## src/rtl/fb_scan_fetcher.sv

```systemverilog
// Purpose : walk an IMG_W x IMG_H image in video RAM from a latched scroll base and
//           stream its pixels to the HDMI pixel pipeline, replicated SCALE x SCALE.
// Latency : first pix_valid RD_LAT+3 cycles after frame_start (never earlier than RD_LAT+1).
// Backpr. : pix_ready low holds the head pixel; reads stop once FIFO + in-flight words fill FIFO_DEPTH.
//
// Ports:
//   clk, rst_n                   clock, asynchronous active-low reset
//   frame_start, base_addr       one-cycle (re)start pulse, scroll base sampled with it
//   mem_addr, mem_rd, mem_rdata  fixed-latency video RAM read port (data RD_LAT cycles after mem_rd)
//   pix_valid, pix_ready, pix_data  24-bit RGB output stream
//   frame_busy, underflow        frame in progress, sticky starvation flag (cleared by frame_start)
// Optional feature: define RGB332_EXPAND_EN to expand 8-bit RGB332 words to RGB888;
//   otherwise each word is shown as grayscale.
module fb_scan_fetcher #(
    parameter int ADDR_W     = 18,
    parameter int DATA_W     = 8,
    parameter int IMG_W      = 256,
    parameter int IMG_H      = 256,
    parameter int SCALE      = 1,
    parameter int RD_LAT     = 2,
    parameter int FIFO_DEPTH = 8
) (
    input  logic              clk,
    input  logic              rst_n,
    input  logic              frame_start,
    input  logic [ADDR_W-1:0] base_addr,
    output logic [ADDR_W-1:0] mem_addr,
    output logic              mem_rd,
    input  logic [DATA_W-1:0] mem_rdata,
    output logic              pix_valid,
    input  logic              pix_ready,
    output logic [23:0]       pix_data,
    output logic              frame_busy,
    output logic              underflow
);
    localparam int CW          = (IMG_W > 1) ? $clog2(IMG_W) : 1;
    localparam int RW          = (IMG_H > 1) ? $clog2(IMG_H) : 1;
    localparam int SW          = (SCALE > 1) ? $clog2(SCALE) : 1;
    localparam int PW          = $clog2(FIFO_DEPTH);
    localparam int NW          = PW + 3;
    localparam int TOTAL_WORDS = IMG_W * IMG_H * SCALE;
    localparam int OW          = $clog2(TOTAL_WORDS + 1);

    typedef enum logic [1:0] {S_IDLE, S_FETCH, S_DRAIN} state_t;

    state_t            state;
    logic [ADDR_W-1:0] line_addr;    // base + row*IMG_W, advanced once per source line
    logic [CW-1:0]     col;
    logic [RW-1:0]     row;
    logic [SW-1:0]     rep_y;        // vertical repeat of the current source line
    logic [SW-1:0]     rep_x;        // accepted beats of the current head word
    logic [RD_LAT-1:0] vld_pipe;     // one bit per read in flight, tail = data arrives now
    logic [DATA_W-1:0] fifo_mem [FIFO_DEPTH];
    logic [PW-1:0]     wr_ptr;
    logic [PW-1:0]     rd_ptr;
    logic [PW:0]       fifo_cnt;
    logic [OW-1:0]     pop_cnt;
    logic [NW-1:0]     pending;
    logic [DATA_W-1:0] head;
    logic [23:0]       pix_rgb;
    logic              push, pop, accept, credit_ok;
    logic              last_col, last_rep_y, last_row, last_rep_x, last_pop;

    assign head       = fifo_mem[rd_ptr];
    assign pix_valid  = (fifo_cnt != '0);
    assign accept     = pix_valid & pix_ready;
    assign last_rep_x = (rep_x == SW'(SCALE - 1));
    assign pop        = accept & last_rep_x;
    assign push       = vld_pipe[RD_LAT-1];
    assign last_pop   = pop & (pop_cnt == OW'(TOTAL_WORDS - 1));
    assign last_col   = (col == CW'(IMG_W - 1));
    assign last_rep_y = (rep_y == SW'(SCALE - 1));
    assign last_row   = (row == RW'(IMG_H - 1));

    // Words already stored, the read on the bus now, and reads still in the
    // pipe all hold a FIFO slot; a new read is allowed only if one is left.
    always_comb begin
        pending = NW'(fifo_cnt) + NW'(mem_rd);
        for (int i = 0; i < RD_LAT; i++) begin
            pending = pending + NW'(vld_pipe[i]);
        end
    end
    assign credit_ok = (pending < NW'(FIFO_DEPTH));

`ifdef RGB332_EXPAND_EN
    assign pix_rgb = {head[7:5], head[7:5], head[7:6],
                      head[4:2], head[4:2], head[4:3],
                      {4{head[1:0]}}};
`else
    logic [7:0] gray;
    if (DATA_W >= 8) begin : g_gray_msb
        assign gray = head[DATA_W-1 -: 8];
    end else begin : g_gray_pad
        assign gray = {head, {(8 - DATA_W){1'b0}}};
    end
    assign pix_rgb = {3{gray}};
`endif

    // Storage is only read when fifo_cnt says the slot is valid, so it needs no reset.
    assign pix_data = pix_valid ? pix_rgb : 24'd0;

    always_ff @(posedge clk) begin
        if (push) begin
            fifo_mem[wr_ptr] <= mem_rdata;
        end
    end

    always_ff @(posedge clk or negedge rst_n) begin
        if (!rst_n) begin
            state      <= S_IDLE;
            line_addr  <= '0;
            col        <= '0;
            row        <= '0;
            rep_y      <= '0;
            rep_x      <= '0;
            vld_pipe   <= '0;
            wr_ptr     <= '0;
            rd_ptr     <= '0;
            fifo_cnt   <= '0;
            pop_cnt    <= '0;
            mem_addr   <= '0;
            mem_rd     <= 1'b0;
            frame_busy <= 1'b0;
            underflow  <= 1'b0;
        end else if (frame_start) begin
            // Start or abort: dropping the in-flight bits discards any stale returns.
            state      <= S_FETCH;
            line_addr  <= base_addr;
            col        <= '0;
            row        <= '0;
            rep_y      <= '0;
            rep_x      <= '0;
            vld_pipe   <= '0;
            wr_ptr     <= '0;
            rd_ptr     <= '0;
            fifo_cnt   <= '0;
            pop_cnt    <= '0;
            mem_rd     <= 1'b0;
            frame_busy <= 1'b1;
            underflow  <= 1'b0;
        end else begin
            for (int i = RD_LAT - 1; i > 0; i--) begin
                vld_pipe[i] <= vld_pipe[i-1];
            end
            vld_pipe[0] <= mem_rd;

            if (push) wr_ptr <= wr_ptr + 1'b1;
            if (pop)  rd_ptr <= rd_ptr + 1'b1;
            case ({push, pop})
                2'b10:   fifo_cnt <= fifo_cnt + 1'b1;
                2'b01:   fifo_cnt <= fifo_cnt - 1'b1;
                default: ;
            endcase

            if (accept) rep_x <= last_rep_x ? '0 : rep_x + 1'b1;
            if (pop)    pop_cnt <= pop_cnt + 1'b1;

            if (frame_busy && pix_ready && !pix_valid) underflow <= 1'b1;

            mem_rd <= 1'b0;
            case (state)
                S_FETCH: begin
                    if (credit_ok) begin
                        mem_rd   <= 1'b1;
                        mem_addr <= line_addr + ADDR_W'(col);
                        if (last_col) begin
                            col <= '0;
                            if (last_rep_y) begin
                                rep_y     <= '0;
                                line_addr <= line_addr + ADDR_W'(IMG_W);
                                if (last_row) state <= S_DRAIN;
                                else          row   <= row + 1'b1;
                            end else begin
                                rep_y <= rep_y + 1'b1;
                            end
                        end else begin
                            col <= col + 1'b1;
                        end
                    end
                end
                S_DRAIN: begin
                    if (last_pop) begin
                        state      <= S_IDLE;
                        frame_busy <= 1'b0;
                    end
                end
                default: ;
            endcase
        end
    end
endmodule

```

## config.mk

```make
export PLATFORM = sky130hd
export DESIGN_NAME = fb_scan_fetcher
export DESIGN_NICKNAME = d
export VERILOG_FILES = /design/src/rtl/fb_scan_fetcher.sv
export SDC_FILE = /design/constraint.sdc
export NUM_CORES = 1
export LEC_CHECK = 0
export ABC_AREA = 1
export CORE_MARGIN = 5
export CORE_UTILIZATION = 44
export CTS_BUF_LIST = sky130_fd_sc_hd__clkbuf_16
export DETAILED_ROUTE_END_ITERATION = 12
export PLACE_DENSITY = 0.75
export SLEW_MARGIN = 20
export SYNTH_ARGS = -nofsm -noshare
export SYNTH_HDL_FRONTEND = slang
export SYNTH_SLANG_ARGS = --single-unit
```

## constraint.sdc

```tcl
create_clock -name clk -period 2.5 [get_ports clk]
set_clock_uncertainty 0.1 [all_clocks]
set_input_delay 0.5 -clock clk [delete_from_list [all_inputs] [get_ports clk]]
set_output_delay 0.5 -clock clk [all_outputs]
set_load 0.02 [all_outputs]
```

After elaboration in Yosys (flattened, before gate mapping). Memories as Yosys holds them, arrays and structs flattened. Cells that the tools add are included.

Register bits: 88. Latch bits: 0. Memory bits (writable): 64. Memory bits (read-only): 0. Bits of input ports: 30. Output and inout bits: 46. Logic and storage cells: 122. Memories kept: 1.

Memory list: fifo_mem (depth 8, width 8, read ports 1, clocked after memory_dff 0, wr ports 1, line 53) `logic [DATA_W-1:0] fifo_mem [FIFO_DEPTH];`.

Add/subtract/negate cells: 14. $mul: 0. Div/mod/pow operators: 0. $lt $le $gt $ge: 1. Equality and inequality tests: 14. Shifts and indexed selects: 0. Multiplexer cells: 50. Bitwise gates (word level): 5. Reduce and logical (&&, ||, !) cells: 22.

Operator list (count): 18-bit 2-to-1 mux (5); 8-bit 2-to-1 mux (10); 17-bit 2-to-1 mux (2); 24-bit 2-to-1 mux (1); 18-bit by 8-bit adder with 18-bit output (1); 18-bit by 9-bit adder with 18-bit output (second input constant) (1); 1-bit 2-to-1 mux (18); 2-bit nonzero test (9); 17-bit by 1-bit adder with 17-bit output (second input constant) (1); 17-bit by 16-bit equality test with 1-bit output (second input constant) (1); 8-bit by 1-bit adder with 8-bit output (second input constant) (2); 8-bit equality test (second input constant) (2); 3-bit inequality test (second input constant) (5); 2-bit 2-to-1 mux (7); 3-bit 2-to-1 mux (4); 4-bit case mux with 2 select lines (1); 3-bit by 1-bit adder with 3-bit output (second input constant) (2); 5-bit by 1-bit adder with 6-bit output (1); 6-bit by 1-bit adder with 6-bit output (1); 6-bit by 4-bit < comparator with 1-bit output (second input constant) (1); 3-bit AND reduction (2); 6-bit AND reduction (1); 3-bit nonzero test (2); 4-bit by 1-bit adder with 5-bit output (1); 16 further kinds (25).

Depth between registers and ports, before layout. Gate-level depths: netlist (run 1).

Depth in word-level cells: 7. Gate-level depth with buffers: 12. Mapped depth without buffers: 12.

Worst setup path after synthesis (run 1). OpenSTA, ideal clock, no wires.

Kind: register -> output. Start point: register rd_ptr[0]. End point: output port pix_data[10]. Arrival time: 1728 ps. Required time: 1900 ps. Path slack: 172 ps. Stages on the path, launching flop included: 8. Buffers on the path: 2. Path through: dfrtp_1 inv_1 buf_1 nor2_1 o32ai_1 nor2_1 nor2_1 buf_4.

Word-level cells in the longest chain between the ends: 2.

RTL lines: start, declared (line 55) `logic [PW-1:0] rd_ptr;`; start signal, assigned (line 148) `if (pop) rd_ptr <= rd_ptr + 1'b1;`; memory 8 x 8 bit; 24-bit 2-to-1 mux (line 100) `assign pix_data = pix_valid ? pix_rgb : 24'd0;`; end, declared (line 32) `output logic [23:0] pix_data,`.

No other way between the ends.

Worst setup path in the final report (run 1).
Start point: register rd_ptr[0]. End point: output port pix_data[17].

The elaborated chain is that of the path after synthesis.

==> results.toml, run 1 <==
[outcome]
status = "complete, but fails checks"
violations = "hold timing"

[clock_tree]
cts-root-buf = "clkbuf_16"
cts_made_buffers = 17
cts_tree = "built"
worstSkewPairLatency_ps = 430
cts.sinks = 150
cts_hold_buf = 0
cts_buffer_depth = 2
path_clk_slew_ps = 60
htree_levels = 4

[synthesis]
synthAdderAreaFrac_pct = 3.67
synth.distinct_cells = 46
syn-num-nets = 961
synth-simple-area-share_pct = 26.5
synth_top_family_by_area = "simple AND/OR/NAND/NOR gates"
seq_area_frac_synth_pct = 52.3
synth_warnings = 0
synth-compound-area-share_pct = 9.26
syn_inst = 910
synth_ff_type = "dfrtp_1"
synth-xor-area-share_pct = 1.46
syn-mean-instance-area_um2 = 8.55
synth-edff-count = 64
ys_seq_elements = 150
syn_area_mm2 = 0.00778
synth_mux_area_share_pct = 0.129
async_flop_share_pct = 57.3

[routing]
ant_nets = 0
route.detailed.drc = 0
drt_pass1_iterations = 5
first_iter_violations = 363
viasPerCell = 5.15
via_count = 6310
wl_per_cell_um = 14.1
routed_wl_mm = 17.3

[global_routing]
grt_pass1_vias = 5795
grt_max_degree = 87
grt_use_total_pct = 17.2
grt_pass1_wl_mm = 28.4
grt.overflow.total = 0
antenna_found_initial = 0

[timing]
max_slew_margin_pct = 47.4
finalSetupTns_ps = 0
grt_setup_unrepaired = "yes"
setup_viol = 0
setup_ws_ps = 33.0
period_minus_slack_ps = 2470
drv_slew = 0
clock.fmax_mhz = 405
worst_slew_pin_slew_ps = 786
finalHoldViolCount = 9
period_share_pct = 98.7
hold_ws_ps = -16.5

[floorplanning]
die_height_um = 143
placeableCoreArea_mm2 = 0.0174
start_util_pct = 44.8
die_w_um = 143
ioPinCount = 76
dieArea_mm2 = 0.0205
row_count = 48

[place]
place_congestion = 0.895
place_inst = 1192
dp_hpwl_mm = 12.0
dp_worst_setup_slack_ps = -15.0
io_buffers = 75

[final_layout]
stdcell_count = 1226
diodes = 0
fillCellCount = 1557
syn_to_final_growth_pct = 20.3
final_nets = 1039
drive_gt1_share_pct = 11.7

[critical_path]
start_kind = "flop"
cp_data_arrival_time_ps = 1870
end_kind = "output pin"
critical_path_peak_fanout = 17
critPathKind = "flop to output pin"
cp.required_ps = 1900

[pwr]
p_leak_nw = 4.13
vdd_drop_max_uv = 644
powerDensity_mw_per_mm2 = 994

[worst_hold_path]
hp-class = "input pin to async pin"

[flow_run]
maxCapViolCount = 0
## power by group
part	total, mW	switching (mW)	internal [mW]
registers	3.21	0.306	2.91
clock network	2.52	0.979	1.54
logic	3.58	2.14	1.43
total	9.31	3.43	5.88
## state kept, by name (all words and copies together), names as in the netlist, 3 cells and up
name       cells
fifo_cnt       4
mem_addr      18
pop_cnt       17
rd_ptr         3
col            8
row            8
line_addr     18
wr_ptr         3
fifo_mem      64
## per-layer routing
layer / track usage (%) / routed length, µm
met2: 27.8 / 8280
met4: 5.65 / 325
met5: 0 / 0
met1: 23.3 / 7580
met3: 3.52 / 1090
## stage by stage
stage | area (µm²) | hold slack [ps] | power, mW | util (%)
floorplan | 7780 | 104 | 5.60 | -
global placement | 8790 | 361 | 6.79 | 50.7
detailed placement | 8790 | 360 | 6.86 | 50.7
CTS | 9250 | 35.2 | 9.10 | 53.3
global route | 9360 | 33.6 | 9.87 | 53.9
finish | 9360 | -16.5 | 9.31 | 53.9
## worst paths after layout
check	endpoint	cells after the start	slack, ps	startpoint
min in group clk	mem_addr[14]	2	370	mem_addr[14]
max reg2reg	mem_addr[7]	10	260	fifo_cnt[0]
min	fifo_cnt[1]	2	-20	rst_n
min reg2reg	mem_addr[14]	2	370	mem_addr[14]
max	pix_data[17]	7	30	rd_ptr[0]
max in group asynchronous	rd_ptr[0]	2	1910	rst_n
## cells by family after synthesis
logic type	count (synthesis)
multiplexers	1
XOR/XNOR	13
AND/OR/NAND/NOR	485
buffers and inverters	115
flip-flops	150
AO/OA/AOI/OAI	125
adder cells (fa/ha/maj)	21
## cells in the mapped netlist, types with 2 or more instances
master	count	area (µm²)
a21oi_1	19	95.1
a31oi_1	2	12.5
and2_1	3	18.8
buf_1	4	15.0
buf_2	5	25.0
buf_4	16	120
clkbuf_1	15	56.3
dfrtp_1	86	2150
edfxtp_1	64	1920
fa_1	3	60.1
ha_1	18	225
inv_1	69	259
inv_2	2	7.51
inv_6	2	17.5
nand2_1	234	878
nand2_2	5	31.3
nand2_8	2	40.0
nand3_1	64	320
nand3_2	3	30.0
nand4_1	9	56.3
nor2_1	142	533
nor2_2	2	12.5
nor3_1	12	60.1
o21a_1	4	30.0
o21ai_0	72	360
o21ai_1	5	25.0
o21ai_2	8	70.1
o31ai_1	2	15.0
o32ai_1	8	70.1
or2_2	3	18.8
xnor2_1	4	35.0
xor2_1	9	78.8
## repair_timing
action	CTS	global route
setup endpoints to repair	24	24
buffers inserted	1	0
pin swaps	1	7
gates resized for setup	99	39
cloned	0	1
## layout by cell type (no fill, tap or decap), drive strengths merged, types with 2 or more instances in the layout
cell / count
a21oi: 20
a31oi: 2
and2: 3
buf: 49
bufinv: 3
clkbuf: 18
clkdlybuf4s50: 49
clkinv: 9
dfrtp: 86
edfxtp: 64
fa: 3
ha: 18
inv: 76
nand2: 242
nand3: 68
nand4: 9
nor2: 145
nor3: 12
o21a: 4
o21ai: 85
o31ai: 2
o32ai: 8
or2: 3
xnor2: 4
xor2: 9
## critical path, cell delays in order (launching register included)
cell and delay (ps):
dfrtp_2 460, inv_4 100, buf_12 150, nor2_2 40, o32ai_1 260, nor2_1 90, nor2_2 200, buf_6 150
## area by class of cell
| type | instances | area, µm² | area share (%) |
|---|---|---|---|
| Multi-Input combinational cell | 645 | 3210 | 34.3 |
| Tap cell | 225 | 282 | 3.01 |
| Clock buffer | 17 | 425 | 4.54 |
| Inverter | 74 | 290 | 3.10 |
| Clock inverter | 15 | 148 | 1.58 |
| Timing Repair Buffer | 100 | 930 | 9.93 |
| Sequential cell | 150 | 4080 | 43.5 |
No activity file was read; power rests on OpenSTA's default activity.
==> run 2, diff against run 1 <==
clock period = 3 ns   (was 2.5 ns; I/O delays follow)
==> run 2 against run 1 <==
Effect of this change:
- the flow now finishes without violations
- wire length hardly changed
- sequential power is 17% lower
- total power is 18% lower
- combinational power is 20% lower
- flip-flop and latch count stayed put
- worst setup slack better by 270 ps
- register-to-register slack better by 420 ps
- clock power is 17% lower
- largest power group unchanged
- highest routed layer unchanged
==> results.toml, run 2 (same netlist as run 1, synthesis figures left out) <==
[floorplanning]
ioPinCount = 76
start_util_pct = 44.8
die_height_um = 143
row_count = 48
die_w_um = 143
dieArea_mm2 = 0.0205
placeableCoreArea_mm2 = 0.0174

[global_routing]
grt_use_total_pct = 17.6
grt.overflow.total = 0
antenna_found_initial = 0
grt_pass1_wl_mm = 28.9
grt_max_degree = 58
grt_pass1_vias = 5973

[clock_tree]
cts_hold_buf = 0
cts.sinks = 150
path_clk_slew_ps = 60
htree_levels = 4
cts_buffer_depth = 2
cts-root-buf = "clkbuf_16"
worstSkewPairLatency_ps = 430
cts_made_buffers = 17
cts_tree = "built"
cts_setup_buffers = 0

[pwr]
switching_power_mw = 2.81
p_leak_nw = 4.29
p_clk_share_pct = 27.2
finalPower_mw = 7.62
internal_power_mw = 4.82
vdd_drop_max_uv = 643
p_sw_share_pct = 36.8
powerDensity_mw_per_mm2 = 817
pwr-share-seq_pct = 35.2
pwr-share-comb_pct = 37.6

[final_layout]
fin_util_pct = 53.7
drive_gt1_share_pct = 7.59
top_register = "fifo_mem"
largest_reg_flops = 64
final_nets = 1026
diodes = 0
layout_commonest_cell = "nand2_1"
stdcell_count = 1213
seq_area_mm2 = 0.00407
largestRegisters = "fifo_mem (64), line_addr (18), mem_addr (18)"
layout_common_cells = "nand2_1 (234), nor2_1 (142), dfrtp_1 (86)"
multi_input_area_mm2 = 0.00319
fillCellCount = 1513
syn_to_final_growth_pct = 19.8

[routing]
first_iter_violations = 423
ant_nets = 0
route.detailed.drc = 0
drt_pass1_iterations = 8
met3WireLength_mm = 1.19
viasPerCell = 5.18
top_layer = "met4"
routed_wl_mm = 17.3
wl_per_cell_um = 14.2
wl_met1_mm = 7.75
wl_met2_mm = 8.07
via_count = 6287

[timing]
finalSetupTns_ps = 0
clock.fmax_mhz = 371
drv_slew = 0
finalHoldViolCount = 0
grt_setup_unrepaired = "no"
setup_viol = 0
period_share_pct = 89.9
period_minus_slack_ps = 2700
worst_slew_pin_slew_ps = 887
max_slew_margin_pct = 40.6

[critical_path]
end_kind = "output pin"
critPathKind = "flop to output pin"
cp_data_arrival_time_ps = 2000
start_kind = "flop"
critical_path_peak_fanout = 18
cp.required_ps = 2300

[place]
place_inst = 1181
io_buffers = 75
place_congestion = 0.875
dp_hpwl_mm = 12.1

[flow_run]
maxCapViolCount = 0

[outcome]
status = "finished, final reports clean"

[worst_hold_path]
hp-class = "input pin to async pin"
-- run 2: cell types whose count changed in the layout (fill, tap and decap cells not counted), sizes merged --
cell / before / now
buf: 49 / 13
dlymetal6s2s: 0 / 22
bufinv: 3 / 1
clkinv: 9 / 7
clkbuf: 18 / 19
clkdlybuf4s50: 49 / 50
clkinvlp: 1 / 2
dlygate4sd2: 1 / 2
inv: 76 / 77
-- run 2: power by group through the flow --
stage                     registers (mW)  clock network (mW)  logic, mW
final                               2.68                2.08       2.87
after detailed placement            2.71                   0       2.94
after CTS                           2.68                2.10       2.94
after global placement              2.70                   0       2.89
after global routing                2.72                2.21       3.17
after floorplan                     2.80                   0       1.87
-- run 2: worst max-delay path: stages (launching register included) --
cell	delay, ps
dfrtp_1	390
inv_1	70
buf_4	200
nor2_1	70
o32ai_1	260
nor2_1	70
nor2_1	150
dlygate4sd2_1	360
-- run 2: per-layer routing --
layer,global-route usage [%],vias up
li1,-,3130
met1,23.7,2930
met2,28.2,203
met3,4.39,24
met4,5.35,0
met5,0,-
-- run 2: cell type report --
type,count,area share (%)
clock buffer,19,5.10
clock inverter,13,1.09
inverter,74,3.09
multi-input combinational,645,34.2
sequential,150,43.7
tap,225,3.02
timing repair buffer,87,9.82
-- run 2: metrics by stage --
| step | instance area, µm² | worst slack [ps] | hold WS [ps] |
|---|---|---|---|
| 4_1_cts | 9270 | 0.197 | 21.1 |
| 3_5_place_dp | 8700 | 409 | 364 |
| 3_3_place_gp | 8700 | 456 | 359 |
| 6_report | 9330 | 304 | 4.21 |
| 5_1_grt | 9330 | 125 | 39.4 |
| 2_1_floorplan | 7780 | 572 | 204 |
-- run 2: final timing paths --
kind	start	end	slack, ps	depth (start not counted)
worst min register to register	mem_addr[17]	mem_addr[17]	380	2
max in group asynchronous	rst_n	line_addr[12]	2130	2
worst max-delay path	rd_ptr[0]	pix_data[21]	300	7
worst max register to register	fifo_cnt[1]	fifo_cnt[3]	680	13
worst min-delay path	rst_n	pop_cnt[7]	4	1
min in group clk	mem_addr[17]	mem_addr[17]	380	2
-- run 2: what timing repair did --
| item | in CTS | in global routing |
|---|---|---|
| pin swaps | 0 | 0 |
| cloned | 0 | 0 |
| setup endpoints to repair | 3 | 22 |
| resized for setup | 2 | 22 |
==> run 3, diff against run 2 <==
CORE_MARGIN = default   (was 5)
REMOVE_ABC_BUFFERS = 1   (was default)
==> run 3 against run 2 <==
Effect of this change:
- first-iteration DRC count is 13% lower
- critical path depth increased by 1
- register-to-register slack lost 30 ps
- non-clock buffer count is 2 higher
- utilization shrank 0.074 points
- worst hold slack better by 51 ps
- worst setup slack worse by 57 ps
==> results.toml, run 3 (same netlist as run 1, synthesis figures left out) <==
[flow_run]
maxCapViolCount = 0

[routing]
ant_nets = 0
first_iter_violations = 366
via_count = 6251
wl_per_cell_um = 14.3
routed_wl_mm = 17.3
route.detailed.drc = 0
drt_pass1_iterations = 4
viasPerCell = 5.14

[critical_path]
critical_path_peak_fanout = 33
cpPeakStageDelay_ps = 370
start_kind = "flop"
startpoint = "rd_ptr[0]"
crit_chain = "buf_6 > nor2_1 > nor2_1 > o21ai_0 > o21ai_0 > o21ai_0 > nor2_1 > dlygate4sd2_1"
end_kind = "output pin"
critPathKind = "flop to output pin"
worstReg2RegStart = "fifo_cnt[0]"
slowest_stage = "dfrtp_1"
reg2reg_depth = 13
reg2reg_slack_ps = 650
cp.required_ps = 2300
r2r-end = "fifo_cnt[3]"
cp_data_arrival_time_ps = 2050

[floorplanning]
placeableCoreArea_mm2 = 0.0173
die_w_um = 135
die_height_um = 135
row_count = 48
ioPinCount = 76
start_util_pct = 45.0
dieArea_mm2 = 0.0182

[final_layout]
fillCellCount = 1552
top_register = "fifo_mem"
syn_to_final_growth_pct = 19.2
largestRegisters = "fifo_mem (64), line_addr (18), mem_addr (18)"
final_area_mm2 = 0.00928
largest_reg_flops = 64
fin_util_pct = 53.7
layout_common_cells = "nand2_1 (234), nor2_1 (142), dfrtp_1 (86)"
layout_commonest_cell = "nand2_1"
final_nets = 1028
diodes = 0
drive_gt1_share_pct = 8.08

[pwr]
finalPower_mw = 7.60
vdd_drop_max_uv = 507
p_leak_nw = 4.11
powerDensity_mw_per_mm2 = 819

[clock_tree]
htree_levels = 4
path_clk_slew_ps = 70
cts_made_buffers = 17
cts.sinks = 150
worstSkewPairLatency_ps = 440
cts_tree = "built"
cts-root-buf = "clkbuf_16"
cts_buffer_depth = 2

[place]
dp_worst_setup_slack_ps = 334
dpl_cell_area_mm2 = 0.00871
io_buffers = 75
place_congestion = 0.877
dp_hpwl_mm = 11.6

[timing]
drv_slew = 0
worst_slew_pin_slew_ps = 933
period_share_pct = 91.8
hold_ws_ps = 55.6
grt_setup_unrepaired = "no"
period_minus_slack_ps = 2750
clock.fmax_mhz = 363
setup_viol = 0
finalHoldViolCount = 0
setup_ws_ps = 247
max_slew_margin_pct = 37.6

[outcome]
status = "finished, final reports clean"

[global_routing]
grtUsageMet2_pct = 33.6
grt.busiest_layer = "met2"
grt_use_total_pct = 20.6
antenna_found_initial = 0
grt_pass1_wl_mm = 29.1
grt.overflow.total = 0
grt_max_degree = 47
grt_util_met3_pct = 4.65
use_met1_pct = 27.1
grt_pass1_vias = 6020

[worst_hold_path]
hp-class = "input pin to async pin"
run 3: cell types whose count changed in the layout (fill, tap and decap cells not counted), sizes merged:
cell and delta:
inv +4, clkbuf -2, dlygate4sd2 +20, clkinvlp -1, dlymetal6s2s -20, clkinv -1, buf +2
run 3: worst max-delay path: cells and delay by family, from the launching register on:
kind / cells / cell delay, ps
flops: 1 / 370
buf+inv: 2 / 610
simple gates: 3 / 330
compound gates: 3 / 290
run 3: report_power, final:
part           switching (mW)  internal [mW]  total, mW
Sequential              0.249           2.42       2.67
Combinational            1.72           1.07       2.79
Clock                   0.964           1.18       2.14
run 3: cell type report:
| type | count | area, µm² | share of cell area (%) |
|---|---|---|---|
| tap | 225 | 282 | 3.03 |
| inverter | 74 | 288 | 3.10 |
| timing repair buffer | 89 | 860 | 9.26 |
| clock inverter | 15 | 163 | 1.75 |
| multi-input combinational | 645 | 3190 | 34.4 |
| clock buffer | 17 | 425 | 4.58 |
| sequential | 150 | 4070 | 43.9 |
run 3: per-stage QoR:
stage / std cells / setup TNS, ps
floorplan: 869 / -974
global placement: 1183 / 0
detailed placement: 1183 / 0
CTS: 1215 / 0
global route: 1215 / 0
finish: 1215 / 0
run 3: routing by layer:
| metal | routed length (µm) | share of wire, % |
|---|---|---|
| met5 | 0 | 0 |
| met2 | 8330 | 48 |
| met3 | 931 | 5.4 |
| met4 | 201 | 1.2 |
| met1 | 7870 | 45 |
run 3: how the worst max path moves through the flow:
stage,to,slack [ps],cells after the start
after floorplan,pix_data[0],-40,5
after global placement,fifo_cnt[3],390,11
after detailed placement,fifo_cnt[3],330,11
after CTS,pix_data[15],4,8
after global routing,pix_data[8],30,8
final,pix_data[8],250,8
run 3: repair_timing:
item                       in CTS  in global routing
hold buffers                    0                  0
buffers inserted                0                  0
setup endpoints to repair      24                  2
resized for setup              24                  2
